===== config.mk =====
export PLATFORM = sky130hd
export DESIGN_NAME = id_ex_stage_flat
export DESIGN_NICKNAME = d
export VERILOG_FILES = /design/src/rtl/id_ex_stage_if.sv /design/src/rtl/id_ex_stage.sv /design/src/flat_wrapper.sv
export SDC_FILE = /design/constraint.sdc
export NUM_CORES = 1
export LEC_CHECK = 0
export BUFFER_PORTS_ARGS = -buffer_cell sky130_fd_sc_hd__clkbuf_2
export CAP_MARGIN = 10
export CORE_MARGIN = 5
export CORE_UTILIZATION = 40
export DETAILED_ROUTE_END_ITERATION = 8
export PLACE_DENSITY = 0.75
export SKIP_LAST_GASP = 1
export SYNTH_ARGS = -nofsm -noshare
export SYNTH_HDL_FRONTEND = slang
export SYNTH_SLANG_ARGS = --single-unit

===== constraint.sdc =====
create_clock -name clk_i -period 1.8 [get_ports clk_i]
set_input_delay 0.18 -clock clk_i [delete_from_list [all_inputs] [get_ports clk_i]]
set_output_delay 0.18 -clock clk_i [all_outputs]
set_load 0.02 [all_outputs]

===== src/rtl/id_ex_stage_if.sv =====
// ID/EX boundary bundle: decoder payload and flush in, registered EX payload,
// hazard enables and event counters out.
interface id_ex_stage_if #(
  parameter int unsigned DW    = 32,
  parameter int unsigned CNT_W = 16
);
  logic          id_regwrite_i;
  logic [2:0]    id_aluop_i;
  logic          id_alusrc_i;
  logic          id_regdst_i;
  logic          id_branch_i;
  logic          id_memtoreg_i;
  logic          id_memread_i;
  logic          id_memwrite_i;
  logic [DW-1:0] id_rs_data_i;
  logic [DW-1:0] id_rt_data_i;
  logic [DW-1:0] id_imm_i;
  logic [DW-1:0] id_pc4_i;
  logic [4:0]    id_rs_i;
  logic [4:0]    id_rt_i;
  logic [4:0]    id_rd_i;
  logic          flush_i;

  logic          ex_regwrite_o;
  logic [2:0]    ex_aluop_o;
  logic          ex_alusrc_o;
  logic          ex_regdst_o;
  logic          ex_branch_o;
  logic          ex_memtoreg_o;
  logic          ex_memread_o;
  logic          ex_memwrite_o;
  logic [DW-1:0] ex_rs_data_o;
  logic [DW-1:0] ex_rt_data_o;
  logic [DW-1:0] ex_imm_o;
  logic [DW-1:0] ex_pc4_o;
  logic [4:0]    ex_rs_o;
  logic [4:0]    ex_rt_o;
  logic [4:0]    ex_rd_o;
  logic          ex_valid_o;
  logic          pc_write_o;
  logic          ifid_write_o;
  logic [CNT_W-1:0] stall_cnt_o;
  logic [CNT_W-1:0] flush_cnt_o;

  modport master (
    output id_regwrite_i, id_aluop_i, id_alusrc_i, id_regdst_i, id_branch_i,
           id_memtoreg_i, id_memread_i, id_memwrite_i, id_rs_data_i, id_rt_data_i,
           id_imm_i, id_pc4_i, id_rs_i, id_rt_i, id_rd_i, flush_i,
    input  ex_regwrite_o, ex_aluop_o, ex_alusrc_o, ex_regdst_o, ex_branch_o,
           ex_memtoreg_o, ex_memread_o, ex_memwrite_o, ex_rs_data_o, ex_rt_data_o,
           ex_imm_o, ex_pc4_o, ex_rs_o, ex_rt_o, ex_rd_o, ex_valid_o,
           pc_write_o, ifid_write_o, stall_cnt_o, flush_cnt_o
  );

  modport slave (
    input  id_regwrite_i, id_aluop_i, id_alusrc_i, id_regdst_i, id_branch_i,
           id_memtoreg_i, id_memread_i, id_memwrite_i, id_rs_data_i, id_rt_data_i,
           id_imm_i, id_pc4_i, id_rs_i, id_rt_i, id_rd_i, flush_i,
    output ex_regwrite_o, ex_aluop_o, ex_alusrc_o, ex_regdst_o, ex_branch_o,
           ex_memtoreg_o, ex_memread_o, ex_memwrite_o, ex_rs_data_o, ex_rt_data_o,
           ex_imm_o, ex_pc4_o, ex_rs_o, ex_rt_o, ex_rd_o, ex_valid_o,
           pc_write_o, ifid_write_o, stall_cnt_o, flush_cnt_o
  );
endinterface


===== src/rtl/id_ex_stage.sv =====
// ID/EX pipeline register with load-use hazard stall, branch flush bubble
// and saturating stall/flush event counters.
module id_ex_stage #(
  parameter int unsigned DW    = 32,
  parameter int unsigned CNT_W = 16
) (
  input logic            clk_i,
  input logic            rst_i,
  id_ex_stage_if.slave   bus
);

  localparam logic [CNT_W-1:0] CNT_MAX = '1;

  typedef struct packed {
    logic          regwrite;
    logic [2:0]    aluop;
    logic          alusrc;
    logic          regdst;
    logic          branch;
    logic          memtoreg;
    logic          memread;
    logic          memwrite;
    logic [DW-1:0] rs_data;
    logic [DW-1:0] rt_data;
    logic [DW-1:0] imm;
    logic [DW-1:0] pc4;
    logic [4:0]    rs;
    logic [4:0]    rt;
    logic [4:0]    rd;
    logic          valid;
  } ex_t;

  ex_t              ex_q;
  ex_t              id_c;
  logic             hazard_c;
  logic             stall_c;
  logic [CNT_W-1:0] stall_cnt;
  logic [CNT_W-1:0] flush_cnt;

  // Gather the decoder payload as a valid instruction.
  always_comb begin
    id_c          = '0;
    id_c.regwrite = bus.id_regwrite_i;
    id_c.aluop    = bus.id_aluop_i;
    id_c.alusrc   = bus.id_alusrc_i;
    id_c.regdst   = bus.id_regdst_i;
    id_c.branch   = bus.id_branch_i;
    id_c.memtoreg = bus.id_memtoreg_i;
    id_c.memread  = bus.id_memread_i;
    id_c.memwrite = bus.id_memwrite_i;
    id_c.rs_data  = bus.id_rs_data_i;
    id_c.rt_data  = bus.id_rt_data_i;
    id_c.imm      = bus.id_imm_i;
    id_c.pc4      = bus.id_pc4_i;
    id_c.rs       = bus.id_rs_i;
    id_c.rt       = bus.id_rt_i;
    id_c.rd       = bus.id_rd_i;
    id_c.valid    = 1'b1;
  end

  // Load in EX whose destination is read by ID; $0 is never a real dependency.
  always_comb begin
    hazard_c = ex_q.memread && (ex_q.rt != 5'd0) &&
               ((ex_q.rt == bus.id_rs_i) || (ex_q.rt == bus.id_rt_i));
    stall_c  = hazard_c && !bus.flush_i;
  end

  always_ff @(posedge clk_i or negedge rst_i) begin
    if (!rst_i) begin
      ex_q <= '0;
    end else if (bus.flush_i || stall_c) begin
      ex_q <= '0;
    end else begin
      ex_q <= id_c;
    end
  end

  // Flush takes priority, so a cycle bumps at most one counter.
  always_ff @(posedge clk_i or negedge rst_i) begin
    if (!rst_i) begin
      stall_cnt <= '0;
      flush_cnt <= '0;
    end else begin
      if (bus.flush_i && (flush_cnt != CNT_MAX)) begin
        flush_cnt <= flush_cnt + CNT_W'(1);
      end
      if (stall_c && (stall_cnt != CNT_MAX)) begin
        stall_cnt <= stall_cnt + CNT_W'(1);
      end
    end
  end

  assign bus.ex_regwrite_o = ex_q.regwrite;
  assign bus.ex_aluop_o    = ex_q.aluop;
  assign bus.ex_alusrc_o   = ex_q.alusrc;
  assign bus.ex_regdst_o   = ex_q.regdst;
  assign bus.ex_branch_o   = ex_q.branch;
  assign bus.ex_memtoreg_o = ex_q.memtoreg;
  assign bus.ex_memread_o  = ex_q.memread;
  assign bus.ex_memwrite_o = ex_q.memwrite;
  assign bus.ex_rs_data_o  = ex_q.rs_data;
  assign bus.ex_rt_data_o  = ex_q.rt_data;
  assign bus.ex_imm_o      = ex_q.imm;
  assign bus.ex_pc4_o      = ex_q.pc4;
  assign bus.ex_rs_o       = ex_q.rs;
  assign bus.ex_rt_o       = ex_q.rt;
  assign bus.ex_rd_o       = ex_q.rd;
  assign bus.ex_valid_o    = ex_q.valid;
  assign bus.pc_write_o    = !stall_c;
  assign bus.ifid_write_o  = !stall_c;
  assign bus.stall_cnt_o   = stall_cnt;
  assign bus.flush_cnt_o   = flush_cnt;

endmodule

===== src/flat_wrapper.sv =====
// flat-port wrapper written by rule: the top's interface ports become plain ports
module id_ex_stage_flat 
#(
  parameter int unsigned DW    = 32,
  parameter int unsigned CNT_W = 16
)
  (clk_i, rst_i, bus_id_regwrite_i, bus_id_aluop_i, bus_id_alusrc_i, bus_id_regdst_i, bus_id_branch_i, bus_id_memtoreg_i, bus_id_memread_i, bus_id_memwrite_i, bus_id_rs_data_i, bus_id_rt_data_i, bus_id_imm_i, bus_id_pc4_i, bus_id_rs_i, bus_id_rt_i, bus_id_rd_i, bus_flush_i, bus_ex_regwrite_o, bus_ex_aluop_o, bus_ex_alusrc_o, bus_ex_regdst_o, bus_ex_branch_o, bus_ex_memtoreg_o, bus_ex_memread_o, bus_ex_memwrite_o, bus_ex_rs_data_o, bus_ex_rt_data_o, bus_ex_imm_o, bus_ex_pc4_o, bus_ex_rs_o, bus_ex_rt_o, bus_ex_rd_o, bus_ex_valid_o, bus_pc_write_o, bus_ifid_write_o, bus_stall_cnt_o, bus_flush_cnt_o);
  id_ex_stage_if #(.DW(DW), .CNT_W(CNT_W)) bus_i ();
  input logic clk_i;
  input logic rst_i;
  input wire logic [$bits(bus_i.id_regwrite_i)-1:0] bus_id_regwrite_i;
  input wire logic [$bits(bus_i.id_aluop_i)-1:0] bus_id_aluop_i;
  input wire logic [$bits(bus_i.id_alusrc_i)-1:0] bus_id_alusrc_i;
  input wire logic [$bits(bus_i.id_regdst_i)-1:0] bus_id_regdst_i;
  input wire logic [$bits(bus_i.id_branch_i)-1:0] bus_id_branch_i;
  input wire logic [$bits(bus_i.id_memtoreg_i)-1:0] bus_id_memtoreg_i;
  input wire logic [$bits(bus_i.id_memread_i)-1:0] bus_id_memread_i;
  input wire logic [$bits(bus_i.id_memwrite_i)-1:0] bus_id_memwrite_i;
  input wire logic [$bits(bus_i.id_rs_data_i)-1:0] bus_id_rs_data_i;
  input wire logic [$bits(bus_i.id_rt_data_i)-1:0] bus_id_rt_data_i;
  input wire logic [$bits(bus_i.id_imm_i)-1:0] bus_id_imm_i;
  input wire logic [$bits(bus_i.id_pc4_i)-1:0] bus_id_pc4_i;
  input wire logic [$bits(bus_i.id_rs_i)-1:0] bus_id_rs_i;
  input wire logic [$bits(bus_i.id_rt_i)-1:0] bus_id_rt_i;
  input wire logic [$bits(bus_i.id_rd_i)-1:0] bus_id_rd_i;
  input wire logic [$bits(bus_i.flush_i)-1:0] bus_flush_i;
  output wire logic [$bits(bus_i.ex_regwrite_o)-1:0] bus_ex_regwrite_o;
  output wire logic [$bits(bus_i.ex_aluop_o)-1:0] bus_ex_aluop_o;
  output wire logic [$bits(bus_i.ex_alusrc_o)-1:0] bus_ex_alusrc_o;
  output wire logic [$bits(bus_i.ex_regdst_o)-1:0] bus_ex_regdst_o;
  output wire logic [$bits(bus_i.ex_branch_o)-1:0] bus_ex_branch_o;
  output wire logic [$bits(bus_i.ex_memtoreg_o)-1:0] bus_ex_memtoreg_o;
  output wire logic [$bits(bus_i.ex_memread_o)-1:0] bus_ex_memread_o;
  output wire logic [$bits(bus_i.ex_memwrite_o)-1:0] bus_ex_memwrite_o;
  output wire logic [$bits(bus_i.ex_rs_data_o)-1:0] bus_ex_rs_data_o;
  output wire logic [$bits(bus_i.ex_rt_data_o)-1:0] bus_ex_rt_data_o;
  output wire logic [$bits(bus_i.ex_imm_o)-1:0] bus_ex_imm_o;
  output wire logic [$bits(bus_i.ex_pc4_o)-1:0] bus_ex_pc4_o;
  output wire logic [$bits(bus_i.ex_rs_o)-1:0] bus_ex_rs_o;
  output wire logic [$bits(bus_i.ex_rt_o)-1:0] bus_ex_rt_o;
  output wire logic [$bits(bus_i.ex_rd_o)-1:0] bus_ex_rd_o;
  output wire logic [$bits(bus_i.ex_valid_o)-1:0] bus_ex_valid_o;
  output wire logic [$bits(bus_i.pc_write_o)-1:0] bus_pc_write_o;
  output wire logic [$bits(bus_i.ifid_write_o)-1:0] bus_ifid_write_o;
  output wire logic [$bits(bus_i.stall_cnt_o)-1:0] bus_stall_cnt_o;
  output wire logic [$bits(bus_i.flush_cnt_o)-1:0] bus_flush_cnt_o;
  assign bus_i.id_regwrite_i = bus_id_regwrite_i;
  assign bus_i.id_aluop_i = bus_id_aluop_i;
  assign bus_i.id_alusrc_i = bus_id_alusrc_i;
  assign bus_i.id_regdst_i = bus_id_regdst_i;
  assign bus_i.id_branch_i = bus_id_branch_i;
  assign bus_i.id_memtoreg_i = bus_id_memtoreg_i;
  assign bus_i.id_memread_i = bus_id_memread_i;
  assign bus_i.id_memwrite_i = bus_id_memwrite_i;
  assign bus_i.id_rs_data_i = bus_id_rs_data_i;
  assign bus_i.id_rt_data_i = bus_id_rt_data_i;
  assign bus_i.id_imm_i = bus_id_imm_i;
  assign bus_i.id_pc4_i = bus_id_pc4_i;
  assign bus_i.id_rs_i = bus_id_rs_i;
  assign bus_i.id_rt_i = bus_id_rt_i;
  assign bus_i.id_rd_i = bus_id_rd_i;
  assign bus_i.flush_i = bus_flush_i;
  assign bus_ex_regwrite_o = bus_i.ex_regwrite_o;
  assign bus_ex_aluop_o = bus_i.ex_aluop_o;
  assign bus_ex_alusrc_o = bus_i.ex_alusrc_o;
  assign bus_ex_regdst_o = bus_i.ex_regdst_o;
  assign bus_ex_branch_o = bus_i.ex_branch_o;
  assign bus_ex_memtoreg_o = bus_i.ex_memtoreg_o;
  assign bus_ex_memread_o = bus_i.ex_memread_o;
  assign bus_ex_memwrite_o = bus_i.ex_memwrite_o;
  assign bus_ex_rs_data_o = bus_i.ex_rs_data_o;
  assign bus_ex_rt_data_o = bus_i.ex_rt_data_o;
  assign bus_ex_imm_o = bus_i.ex_imm_o;
  assign bus_ex_pc4_o = bus_i.ex_pc4_o;
  assign bus_ex_rs_o = bus_i.ex_rs_o;
  assign bus_ex_rt_o = bus_i.ex_rt_o;
  assign bus_ex_rd_o = bus_i.ex_rd_o;
  assign bus_ex_valid_o = bus_i.ex_valid_o;
  assign bus_pc_write_o = bus_i.pc_write_o;
  assign bus_ifid_write_o = bus_i.ifid_write_o;
  assign bus_stall_cnt_o = bus_i.stall_cnt_o;
  assign bus_flush_cnt_o = bus_i.flush_cnt_o;
  id_ex_stage #(.DW(DW), .CNT_W(CNT_W)) u_core (.clk_i(clk_i), .rst_i(rst_i), .bus(bus_i));
endmodule

==> flow_results.org, run 1 <==
** Status
- Run status :: complete, but fails checks
- Failing checks :: negative setup slack

** Logic synthesis
- For this run, the register share of the synthesized area comes to roughly 70%.
- The synthesized design devotes to its leading area cell type 70.4% of total area.
- Cell accounting for the most synthesized area :: dfrtp_1
- Counting flops and latches in the post-synthesis netlist gives between 150 and 200.
- Synth area leaders :: dfrtp_1 (70%), and2_1 (14%), xnor2_1 (2.7%)
- The number of nets in the synthesized netlist is around 650.
- YS warnings :: 0
- Top flip-flop cell by instance count after synthesis :: dfrtp_1
- Average instance area after synthesis :: between 10 and 15 um^2
- The synthesized design contains 0 enable-type register cells.
- By instance count, the leading cell after synthesis is dfrtp_1.
- By count the netlist is led by dfrtp_1 (186), and2_1 (153), xnor2_1 (20), nand3_1 (15), xor2_1 (15).
- Synthesis produced a netlist whose cell count is between 400 and 500.
- Number of distinct library cells after synthesis :: 39
- Counting flops with an async set or reset pin after synthesis yields a share of 100%.
- Area of the mapped netlist :: 6610 um^2

** Worst setup path
- STA puts the critical path data arrival time at about 2500 ps.
- R2R Path Start :: u_core.bus.ex_rt_o[3]$_DFF_PN0_
- In this run the worst setup path terminates at u_core.bus.ex_imm_o[11]$_DFF_PN0_.
- For the worst flop-to-flop path, the logic depth is 7.
- Along the worst path, the maximum fanout reaches 19.
- Req. time, crit path :: 2160 ps
- Category of the worst setup path launch point :: flip-flop
- Timing startpoint of the critical path :: u_core.bus.ex_rt_o[3]$_DFF_PN0_
- Category of the critical setup timing path :: flip-flop to flip-flop
- RR Endpoint :: u_core.bus.ex_imm_o[11]$_DFF_PN0_
- The worst setup path is captured at a flip-flop.
- The setup check on the worst reg-to-reg path leaves a slack of -340 ps.

** Global routing
- After global routing, the most crowded layer is met2.
- Global-route track usage on met3 :: 9.88%
- After global routing the overflow that remains totals 0.
- In the global route stage, met2 resource usage came out at about 44%.
- The via count of the first global-routing pass was between 6000 and 7000.
- The initial antenna violation count is 7.
- Entering global routing, the biggest net connects 82 pins.
- The first global-routing pass estimated 36600 um of wire.
- Global routing consumed, on the met1 layer, between 20 and 30% of the routing resources.
- All-layer global routing usage :: around a quarter

** Final layout
- After filler insertion, the fill cell instance count of the layout stands at around 1100.
- Area taken by flip-flops and latches :: roughly 4700 um^2
- Area of all placed cells without fillers :: between 10000 and 15000 um^2
- From synthesis to final layout, the design area changed by 74.2%.
- In the final layout, the multi-input gates occupy 2060 um^2.
- Cells with a size suffix above 1 make up around 46% of the layout.
- After the last flow step, the layout net total stands at between 1000 and 1500.

** Die
- Die extent in x :: 139 um
- Core Footprint :: approximately 16000 um^2
- The die covers roughly 19000 um^2.
- Die extent in y :: 139 um
- Placement row count :: 47
- I/O pins :: roughly 340
- Once the floorplan was initialized, standard cells occupied between 40% and 50% of the core.

** Timing
- Final critical-path setup slack :: -336 ps
- Setup repair after global routing could not meet its margin everywhere.
- At the pin with the least slew margin, the transition time is approximately 640 ps.
- Across the routed clock network, the largest skew measured is about 21 ps.
- The number of pins exceeding their max-slew limit in the final report is 0.
- Final setup violation count :: about 170
- Final Critical Period :: approximately 2100 ps
- Worst hold slack :: between 20 and 30 ps
- Headroom to the max-slew limit came out at between 50% and 60%.
- Timing would allow up to 468 MHz.
- Number of hold violations in the final report :: 0
- The worst path uses 119% of the clock period.

** Place
- Weighted congestion reported at the end of routability-driven placement :: about 0.83
- Setup slack at placement :: -159 ps
- PortBufs :: between 300 and 400
- Total placed instance area :: approximately 8900 um^2
- Placed wire-length estimate after detailed placement :: ~15000 um

** Drt
- The pre-antenna-repair detailed-routing pass consisted of 5 iterations.
- After the first detailed-routing iteration, the DRC count stood at 286.
- In the final routed layout, each cell accounts on average for 20.4 um.
- Routed vias :: around 6100
- The routed design has 26100 um of wire.
- Remaining number of nets flagged by the antenna check after routing :: 0
- DRC viols :: 0
- Via/cell ratio :: between 4 and 5

** CTS
- Clock root buffer :: clkbuf_16
- The number of clock buffers added by TritonCTS is 17.
- TritonCTS built the clock tree.
- CTS Sinks :: around 190
- In this run the number of H-tree levels came out at 4.
- In this run the deepest clock path goes through 2 buffers.
- Skew-Pair Late Insertion Delay :: 450 ps
- After clock tree synthesis, the clock-pin slew on the worst setup and hold paths is 70 ps.

** Power and ir drop
- Across the VDD grid, the largest voltage drop is 0.000659 V.
- In this run the power density over the cells is approximately 890 nW/um^2.
- Total Power Consumption :: 10.2 mW
- Leakage Power :: 5.98 nW

** Run
- Max-cap violations in this run came to 0.

** Hold path
- Min-Delay Path Class :: primary input to flip-flop
-- critical path, stage by stage, from the launching register on --
cell and delay, ps:
dfrtp_2 450, or4_4 520, o21a_4 250, buf_6 120, a21oi_4 190, buf_12 180, buf_16 160, and2_1 190
-- cell families (layout without fill, tap and decap cells) --
logic type / after synthesis / in the layout / synth area share (%)
adders and majority gates: 2 / 2 / 0.379
other: 0 / 7 / 0
xor gates and xnor gates: 35 / 35 / 4.64
AOI/OAI and AO/OA: 11 / 11 / 1.70
and+or+nand+nor: 226 / 226 / 20.4
muxes: 4 / 4 / 0.663
buffers and inverters: 25 / 590 / 1.74
DFF: 186 / 186 / 70.4
-- power breakdown --
group | total, mW | switching, mW | internal [mW]
Combinational | 2.01 | 1.07 | 0.937
Sequential | 4.61 | 0.154 | 4.46
Clock | 3.63 | 1.80 | 1.83
Total | 10.2 | 3.02 | 7.22
-- cell type report --
class	count	area share, %
inverters	5	0.163
well taps	220	2.39
multi-input cells	278	17.9
clock inverters	14	1.17
diodes	7	0.152
clock buffers	18	3.73
repair buffers	553	34.0
flip-flops and latches	186	40.5
-- cells in the final DEF (no fill, tap or decap), types with 4 or more instances in the layout --
cell type / instances
and2_1: 140
and2_4: 13
and3_1: 4
buf_12: 6
buf_4: 44
buf_8: 4
clkbuf_16: 22
clkbuf_2: 340
dfrtp_1: 181
dfrtp_2: 5
diode_2: 7
dlygate4sd3_1: 150
inv_1: 5
inv_6: 4
nand2_1: 13
nand3_1: 10
nand4_1: 7
nor2_1: 8
nor4_1: 4
nor4_2: 5
xnor2_1: 16
xnor2_2: 4
xor2_1: 15
-- per-layer routing --
metal	share of wire, %	wire length (um)
met1	34	8830
met2	54	14000
met3	8.5	2230
met4	3.9	1020
met5	0	0
-- worst min-delay path by stage --
stage              startpoint                                     end  slack [ps]  cells after the start
3_5_place_dp            rst_i  u_core.bus.flush_cnt_o[10]$_DFFE_PN0P_         200                      1
4_1_cts        bus_id_rs_i[0]         u_core.bus.ex_rs_o[0]$_DFF_PN0_           9                      2
2_1_floorplan           rst_i      u_core.bus.ex_aluop_o[0]$_DFF_PN0_        -120                      0
6_report       bus_id_rt_i[3]         u_core.bus.ex_rt_o[3]$_DFF_PN0_          30                      2
5_1_grt        bus_id_rt_i[3]         u_core.bus.ex_rt_o[3]$_DFF_PN0_          10                      2
3_3_place_gp            rst_i  u_core.bus.flush_cnt_o[10]$_DFFE_PN0P_         190                      1
-- through the flow --
| step | util [%] | cells | setup TNS [ps] |
|---|---|---|---|
| finish | 70.2 | 1281 | -45290 |
| floorplan | - | 489 | -13540 |
| global placement | 54.3 | 1070 | -15680 |
| global route | 70.2 | 1281 | -53780 |
| detailed placement | 54.3 | 1070 | -19880 |
| CTS | 67.2 | 1254 | -41950 |
-- state kept, by name (all words and copies together), names as in the netlist, 3 cells and up --
signal,flops
u_core.bus.ex_pc4_o,32
u_core.bus.ex_rt_o,5
u_core.bus.ex_rd_o,5
u_core.bus.ex_rs_data_o,32
u_core.bus.ex_rt_data_o,32
u_core.bus.stall_cnt_o,16
u_core.bus.ex_imm_o,32
u_core.bus.flush_cnt_o,16
u_core.bus.ex_aluop_o,3
u_core.bus.ex_rs_o,5
-- repair_timing --
action	in CTS	in global routing
hold endpoints to repair	198	0
cloned	0	8
resized for setup	7	45
hold buffers	150	0
pin swaps	1	20
setup buffers	2	12
setup endpoints to repair	167	175
Note: power is estimated with default switching activity, not from simulation.
==> run 2, diff against run 1 <==
--- a/config.mk
+++ b/config.mk
@@ -9,6 +9,7 @@
 export CAP_MARGIN = 10
 export CORE_MARGIN = 5
 export CORE_UTILIZATION = 40
+export CTS_BUF_LIST = sky130_fd_sc_hd__clkbuf_2
 export DETAILED_ROUTE_END_ITERATION = 8
 export PLACE_DENSITY = 0.75
 export SKIP_LAST_GASP = 1
==> constraint.sdc (replaced) <==
create_clock -name clk_i -period 1.95 [get_ports clk_i]
set_input_delay 0.195 -clock clk_i [delete_from_list [all_inputs] [get_ports clk_i]]
set_output_delay 0.195 -clock clk_i [all_outputs]
set_load 0.02 [all_outputs]
==> flow_results.org, run 2 (synthesized netlist as in run 1, its figures left out) <==
** Timing
- Number of hold violations in the final report :: 0
- Setup repair after global routing could not meet its margin everywhere.
- Setup violations remaining at the end of the flow were counted as ~170.
- Portion of the clock cycle consumed by the worst path in the final layout :: 121%
- Max-Slew Margin vs Limit :: 60.1%
- For the final database, setup skew stands at between 50 and 60 ps.
- Max Clk Rate :: roughly 420 MHz
- At the pin with the least slew margin, the transition time is 591 ps.
- Counting I/O delays and the setup requirement, the final critical path takes 2350 ps.
- Final critical-path setup slack :: -404 ps
- Final max-slew violation count :: 0

** Power and ir drop
- Leakage Power :: ~6.3 nW
- In this run, the combinational gates consume 24.8% of the power.
- Areal power density over the cells :: 695 nW/um^2
- Internal power comes to ~5.7 mW.
- Sequential share of power :: between 50 and 60%
- Net switching is between 30% and 40% of the power.
- Net switching power figure :: approximately 2.6 mW
- Clock power share :: a little under a quarter
- Worst IR drop on VDD :: around 0.00050 V

** CTS
- Bufs on Longest Clock Path :: 2
- Clock tree synthesis selected as its root buffer the cell clkbuf_2.
- TritonCTS built the clock tree.
- CTS H-tree lvls :: 4
- Clock transition at the registers of the reported paths :: ~320 ps
- Counting the buffers created by CTS gives 17.
- CTS Sinks :: between 150 and 200
- Skew-Pair Late Insertion Delay :: approximately 750 ps

** Die
- From bottom edge to top edge, the die measures about 140 um.
- For this configuration, the core starts out at a cell density of about 40%.
- Total Die Area :: around 19000 um^2
- Measured along the x axis, the die boundary spans roughly 140 um.
- Placement row count :: 47
- between 300 and 400 I/O pins were placed.
- The total area inside the core boundary comes to 16400 um^2.

** Final layout
- Most frequent standard cell in the layout excluding fill and tap cells :: clkbuf_2
- Share of final-layout standard cells stronger than drive strength 1 :: a little over half
- Cells fill between 70% and 80% of the core in the end.
- Most used cells in the layout excluding fill and tap cells :: clkbuf_2 (357), dfrtp_1 (186), dlygate4sd3_1 (156)
- Layout overhead on the synthesized area :: 81.2%
- Count of filler cells inserted in the layout :: between 900 and 1000
- The net count of the finished layout is about 1200.

** Worst setup path
- STA puts the critical path data arrival time at between 2000 and 2500 ps.
- Measured in cells, the most critical reg-to-reg path has a length of 10.
- In this run the worst path has a maximum fanout of 2.
- Category of the critical setup timing path :: flip-flop to primary output
- At the worst endpoint, the required time is 1750 ps.
- Element type at the critical path end :: primary output
- STA classifies the critical path startpoint as a flip-flop.

** Drt
- After detailed routing, the total wire length is 27200 um.
- Detailed Route Iter0 Violations :: 337
- Via/cell ratio :: about 4.8
- For this run, design rule violations remaining after detail routing come to 0.
- Average wire length per cell after detail routing :: roughly 21 um
- Before antenna repair, the detailed router went through 5 iterations.
- Remaining number of nets flagged by the antenna check after routing :: 0
- Routed vias :: ~6200

** Global routing
- Wire length of the first global-routing pass :: 40200 um
- The initial antenna violation count is 5.
- Summed over all layers, the global routing overflow is 0.
- The via count of the first global-routing pass is about 7000.
- For this run, the total global-route usage over all layers was measured as roughly 27%.
- Entering global routing, the biggest net connects 65 pins.

** Place
- Setup slack at placement :: about 3.1 ps
- Summed over all nets, the half-perimeter wirelength after detailed placement is about 14000 um.
- Routability-driven placement finished with a final weighted congestion of 0.835.
- Port buffering added 343 buffers.

** Run
- Max-cap violations in this run came to 0.

** Status
- Run status :: complete, but fails checks
- Failing checks :: negative setup slack

** Hold path
- Instance count along the most critical hold path :: 3
- The path class of the tightest hold or removal check is primary input to flip-flop.
-- run 2: cell count changes in the layout (fill, tap and decap cells not counted), sizes merged --
cell / delta
buf: +30
clkinv: +3
dlygate4sd3: +6
bufinv: +1
clkinvlp: -3
clkbuf: -4
diode: -3
-- run 2: layout make-up --
| type | instances | area, um^2 | share of cell area, % |
|---|---|---|---|
| clock inverter | 15 | 163 | 1.36 |
| antenna | 4 | 10.0 | 0.0836 |
| inverter | 5 | 18.8 | 0.157 |
| tap | 220 | 275 | 2.30 |
| sequential | 186 | 4650 | 38.9 |
| timing repair buffer | 586 | 4520 | 37.8 |
| clock buffer | 17 | 85.1 | 0.711 |
| multi-input combinational | 278 | 2250 | 18.8 |
-- run 2: metrics by stage --
step / hold WS (ps) / instance area (um^2) / power [mW] / TNS, ps / std cells
after CTS: 83.2 / 11800 / 8.25 / -49900 / 1312
after global routing: 46.3 / 12000 / 8.72 / -52570 / 1311
final: 177 / 12000 / 8.32 / -46840 / 1311
after global placement: 234 / 8830 / 5.65 / 0 / 1068
after detailed placement: 235 / 8830 / 5.68 / 0 / 1068
after floorplan: -101 / 6610 / 4.99 / 0 / 489
-- run 2: metal layers --
layer  track usage, %  routed length, um  up-vias
li1                 -                  -     2758
met1             30.5               9460     3104
met2             47.9              14600      303
met3             9.08               2000       78
met4             11.3               1080        2
met5                0                 13        -
-- run 2: power groups by stage --
stage,logic (mW),registers [mW],clock network [mW]
finish,2.07,4.28,1.97
global route,2.18,4.32,2.21
detailed placement,1.35,4.33,0
CTS,1.97,4.27,2.01
global placement,1.33,4.32,0
floorplan,0.326,4.67,0
-- run 2: critical path: stages (launching register included) --
cell and delay, ps:
dfrtp_1 450, or4_4 540, o21a_4 230, nand3_4 110, buf_8 120
-- run 2: final timing paths --
| kind | start | endpoint | slack, ps |
|---|---|---|---|
| worst max-delay path | u_core.bus.ex_rt_o[0]$_DFF_PN0_ | bus_ifid_write_o | -400 |
| worst min-delay path | bus_id_pc4_i[18] | u_core.bus.ex_pc4_o[18]$_DFF_PN0_ | 180 |
| worst max register to register | u_core.bus.ex_rt_o[0]$_DFF_PN0_ | u_core.bus.ex_rt_data_o[15]$_DFF_PN0_ | -380 |
| worst min register to register | u_core.bus.stall_cnt_o[7]$_DFFE_PN0P_ | u_core.bus.stall_cnt_o[7]$_DFFE_PN0P_ | 510 |
| max in group asynchronous | rst_i | u_core.bus.ex_rs_data_o[14]$_DFF_PN0_ | 770 |
| min in group asynchronous | rst_i | u_core.bus.ex_rt_data_o[1]$_DFF_PN0_ | 510 |
-- run 2: repair_timing --
| action | in CTS | in global routing |
|---|---|---|
| cloned | 24 | 2 |
| hold endpoints to repair | 356 | 0 |
| hold buffers | 156 | 0 |
| buffers inserted | 32 | 13 |
| resized for setup | 73 | 126 |
| pin swaps | 9 | 70 |
| endpoints found under the setup margin | 130 | 173 |
==> run 3, diff against run 2 <==
--- a/config.mk
+++ b/config.mk
@@ -7,6 +7,7 @@
 export LEC_CHECK = 0
 export BUFFER_PORTS_ARGS = -buffer_cell sky130_fd_sc_hd__clkbuf_2
 export CAP_MARGIN = 10
+export CORE_ASPECT_RATIO = 1.5
 export CORE_MARGIN = 5
 export CORE_UTILIZATION = 40
 export CTS_BUF_LIST = sky130_fd_sc_hd__clkbuf_2
==> flow_results.org, run 3 (synthesized netlist as in run 1, its figures left out) <==
** Final layout
- Area taken by flip-flops and latches :: approximately 4700 um^2
- Layout overhead on the synthesized area :: 79.8%
- In the final layout, the multi-input gates occupy 2190 um^2.
- Nets :: about 1200
- Most used cells in the layout excluding fill and tap cells :: clkbuf_2 (358), dfrtp_1 (185), dlygate4sd3_1 (156)
- Share of final-layout standard cells stronger than drive strength 1 :: about half
- Most frequent standard cell in the layout excluding fill and tap cells :: clkbuf_2
- Count of filler cells inserted in the layout :: around 1000
- With fillers left out, the area of the finished cells amounts to 11900 um^2.

** CTS
- Counting along the longest clock path gives a buffer depth of 2.
- CTS H-tree lvls :: 4
- CTS Buf Count :: 17
- The clock net in this run drives a total of approximately 190 sinks.
- Clock root buffer :: clkbuf_2
- Clock tree from TritonCTS :: done
- Clock-pin slew was measured on the worst setup and hold paths at between 300 and 400 ps.
- Skew-Pair Late Insertion Delay :: 780 ps

** Die
- Total Die Area :: roughly 19000 um^2
- The floorplan step defined a core boundary enclosing 16300 um^2.
- Once the floorplan was initialized, standard cells occupied between 40% and 50% of the core.
- Die extent in x :: 115 um
- 344 I/O pins were placed.
- From bottom edge to top edge, the die measures between 150 and 200 um.
- The floorplan has 57 rows.

** Global routing
- After global routing the overflow that remains totals 0.
- All-layer global routing usage :: 23.9%
- Wire length of the first global-routing pass :: roughly 35000 um
- The via count of the first global-routing pass is between 6000 and 7000.
- The initial antenna violation count was 3.
- Pin count of the biggest net entering global routing :: 57

** Worst setup path
- Setup slack on the worst reg-to-reg path comes out at -450 ps.
- At the worst endpoint, the required time is ~2700 ps.
- Element type at the critical path end :: flip-flop
- The number of cells on the worst reg-to-reg path is 10.
- Category of the worst setup path launch point :: flip-flop
- The worst setup path is of the flip-flop to flip-flop kind.
- R2R Path Start :: u_core.bus.ex_rt_o[0]$_DFF_PN0_
- The worst register-to-register path ends at u_core.bus.ex_pc4_o[20]$_DFF_PN0_.
- Data on the critical path arrives at its endpoint at roughly 3100 ps.
- Worst Path Max Fanout :: 8

** Drt
- The routed layout has a little over 6000 vias.
- Dividing the detail-routed wire length by the instance count gives a little over 20 um.
- Via/cell ratio :: between 4 and 5
- Detailed Route Iter0 Violations :: roughly 240
- For this block, the routed nets add up to 26300 um of wire.
- First-pass iteration count of the detailed router :: 5
- DRC viols :: 0
- Once detail routing completed, the nets flagged for antenna violations numbered 0.

** Status
- Run status :: complete, but fails checks
- Failing checks :: negative setup slack

** Power and ir drop
- Summed over all cells, the static leakage comes to roughly 6.2 nW.
- The worst-case IR drop observed on VDD is 0.000560 V.
- Areal power density over the cells :: 694 nW/um^2

** Place
- Routability-driven placement finished with a final weighted congestion of around 0.86.
- Detailed placement ended at an HPWL of roughly 14000 um.
- Total placed instance area :: roughly 8800 um^2
- Buffers placed on the I/O ports in this run total 343.

** Timing
- Static timing analysis puts the maximum clock frequency at 417 MHz.
- Portion of the clock cycle consumed by the worst path in the final layout :: 123%
- Setup slack on the critical path of the routed design comes to -449 ps.
- Worst hold slack :: 154 ps
- Number of hold violations in the final report :: 0
- Headroom to the max-slew limit came out at 46.3%.
- Setup clock skew after layout :: 57.7 ps
- Final max-slew violation count :: 0
- Setup violations remaining at the end of the flow were counted as approximately 170.
- Slew at the pin with the worst max-slew slack :: around 800 ps
- Counting I/O delays and the setup requirement, the final critical path takes between 2000 and 2500 ps.
- Setup repair after global routing could not meet its margin everywhere.

** Hold path
- Along the worst hold path, the cell count comes to 3.
- Hold wc startpoint :: bus_id_rs_data_i[15]
- Min-Delay Path Class :: primary input to flip-flop
- Worst-case hold path end point :: u_core.bus.ex_rs_data_o[15]$_DFF_PN0_

** Run
- The tool flagged a number of max-cap violations equal to 0.
==> run 3: cell count changes in the layout (fill, tap and decap cells not counted), moves of 2 or more <==
cell / change
nand2_2: -2
buf_8: -2
buf_4: -11
clkbuf_16: +11
and2_4: -19
buf_12: -5
and2_1: +19
inv_8: -2
buf_6: +4
inv_6: +3
nand2_1: +2
buf_16: -3
==> run 3: layer usage <==
layer | wire [um] | share of wire [%] | track usage (%) | vias up
met2 | 14200 | 54 | 41.7 | 311
met1 | 8900 | 34 | 26.0 | 3010
met3 | 1740 | 6.6 | 5.92 | 98
met5 | 0 | 0 | 0 | -
met4 | 1420 | 5.4 | 13.6 | 0
li1 | - | - | - | 2738
==> run 3: worst max-delay path by stage <==
| stage | startpoint | slack (ps) | cells past startpoint | end |
|---|---|---|---|---|
| 2_1_floorplan | u_core.bus.ex_rt_o[0]$_DFF_PN0_ | 0.6 | 6 | u_core.bus.ex_rs_data_o[0]$_DFF_PN0_ |
| 3_3_place_gp | u_core.bus.ex_rt_o[0]$_DFF_PN0_ | 30 | 5 | u_core.bus.ex_rs_data_o[12]$_DFF_PN0_ |
| 3_5_place_dp | u_core.bus.ex_rt_o[0]$_DFF_PN0_ | 10 | 6 | u_core.bus.ex_pc4_o[29]$_DFF_PN0_ |
| 4_1_cts | u_core.bus.ex_rt_o[3]$_DFF_PN0_ | -470 | 4 | bus_ifid_write_o |
| 5_1_grt | u_core.bus.ex_rt_o[2]$_DFF_PN0_ | -590 | 7 | bus_ifid_write_o |
| 6_report | u_core.bus.ex_rt_o[0]$_DFF_PN0_ | -450 | 10 | u_core.bus.ex_pc4_o[20]$_DFF_PN0_ |
==> run 3: cell type report <==
class                           count  share of cell area, %
Multi-Input combinational cell    278                   18.4
Timing Repair Buffer              579                   38.1
Tap cell                          206                   2.17
Antenna cell                        3                 0.0632
Inverter                            5                  0.158
Clock buffer                       18                  0.758
Sequential cell                   186                   39.2
Clock inverter                     14                   1.11
==> run 3: critical path, stage by stage (launching register included) <==
cell and delay (ps):
dfrtp_1 450, or4_4 550, o21a_4 230, buf_4 130, buf_6 110, a21oi_4 190
buf_6 160, buf_12 140, buf_12 140, buf_8 110, and2_4 140
==> run 3: what timing repair did <==
action / 4_1_cts / 5_1_grt
pin swaps: 3 / 52
cloned: 6 / 18
endpoints found under the hold margin: 359 / 0
hold buffers: 157 / 0
setup endpoints to repair: 65 / 177
resized for setup: 15 / 136
setup buffers: 10 / 18
==> run 3: power by group <==
part / switching, mW / total (mW) / internal (mW)
sequential: 0.152 / 4.27 / 4.12
combinational: 1.04 / 2.10 / 1.06
clock: 1.48 / 1.88 / 0.400
==> run 3: per-stage QoR <==
stage	setup TNS [ps]	power (mW)	cells	utilization [%]	setup slack, ps
after detailed placement	0	5.75	1049	54.2	11.8
final	-51190	8.25	1289	73.1	-449
after global routing	-60410	8.61	1289	73.1	-591
after global placement	0	5.71	1049	54.2	30.9
after floorplan	0	4.99	489	-	0.565
after CTS	-27400	7.93	1254	67.4	-471
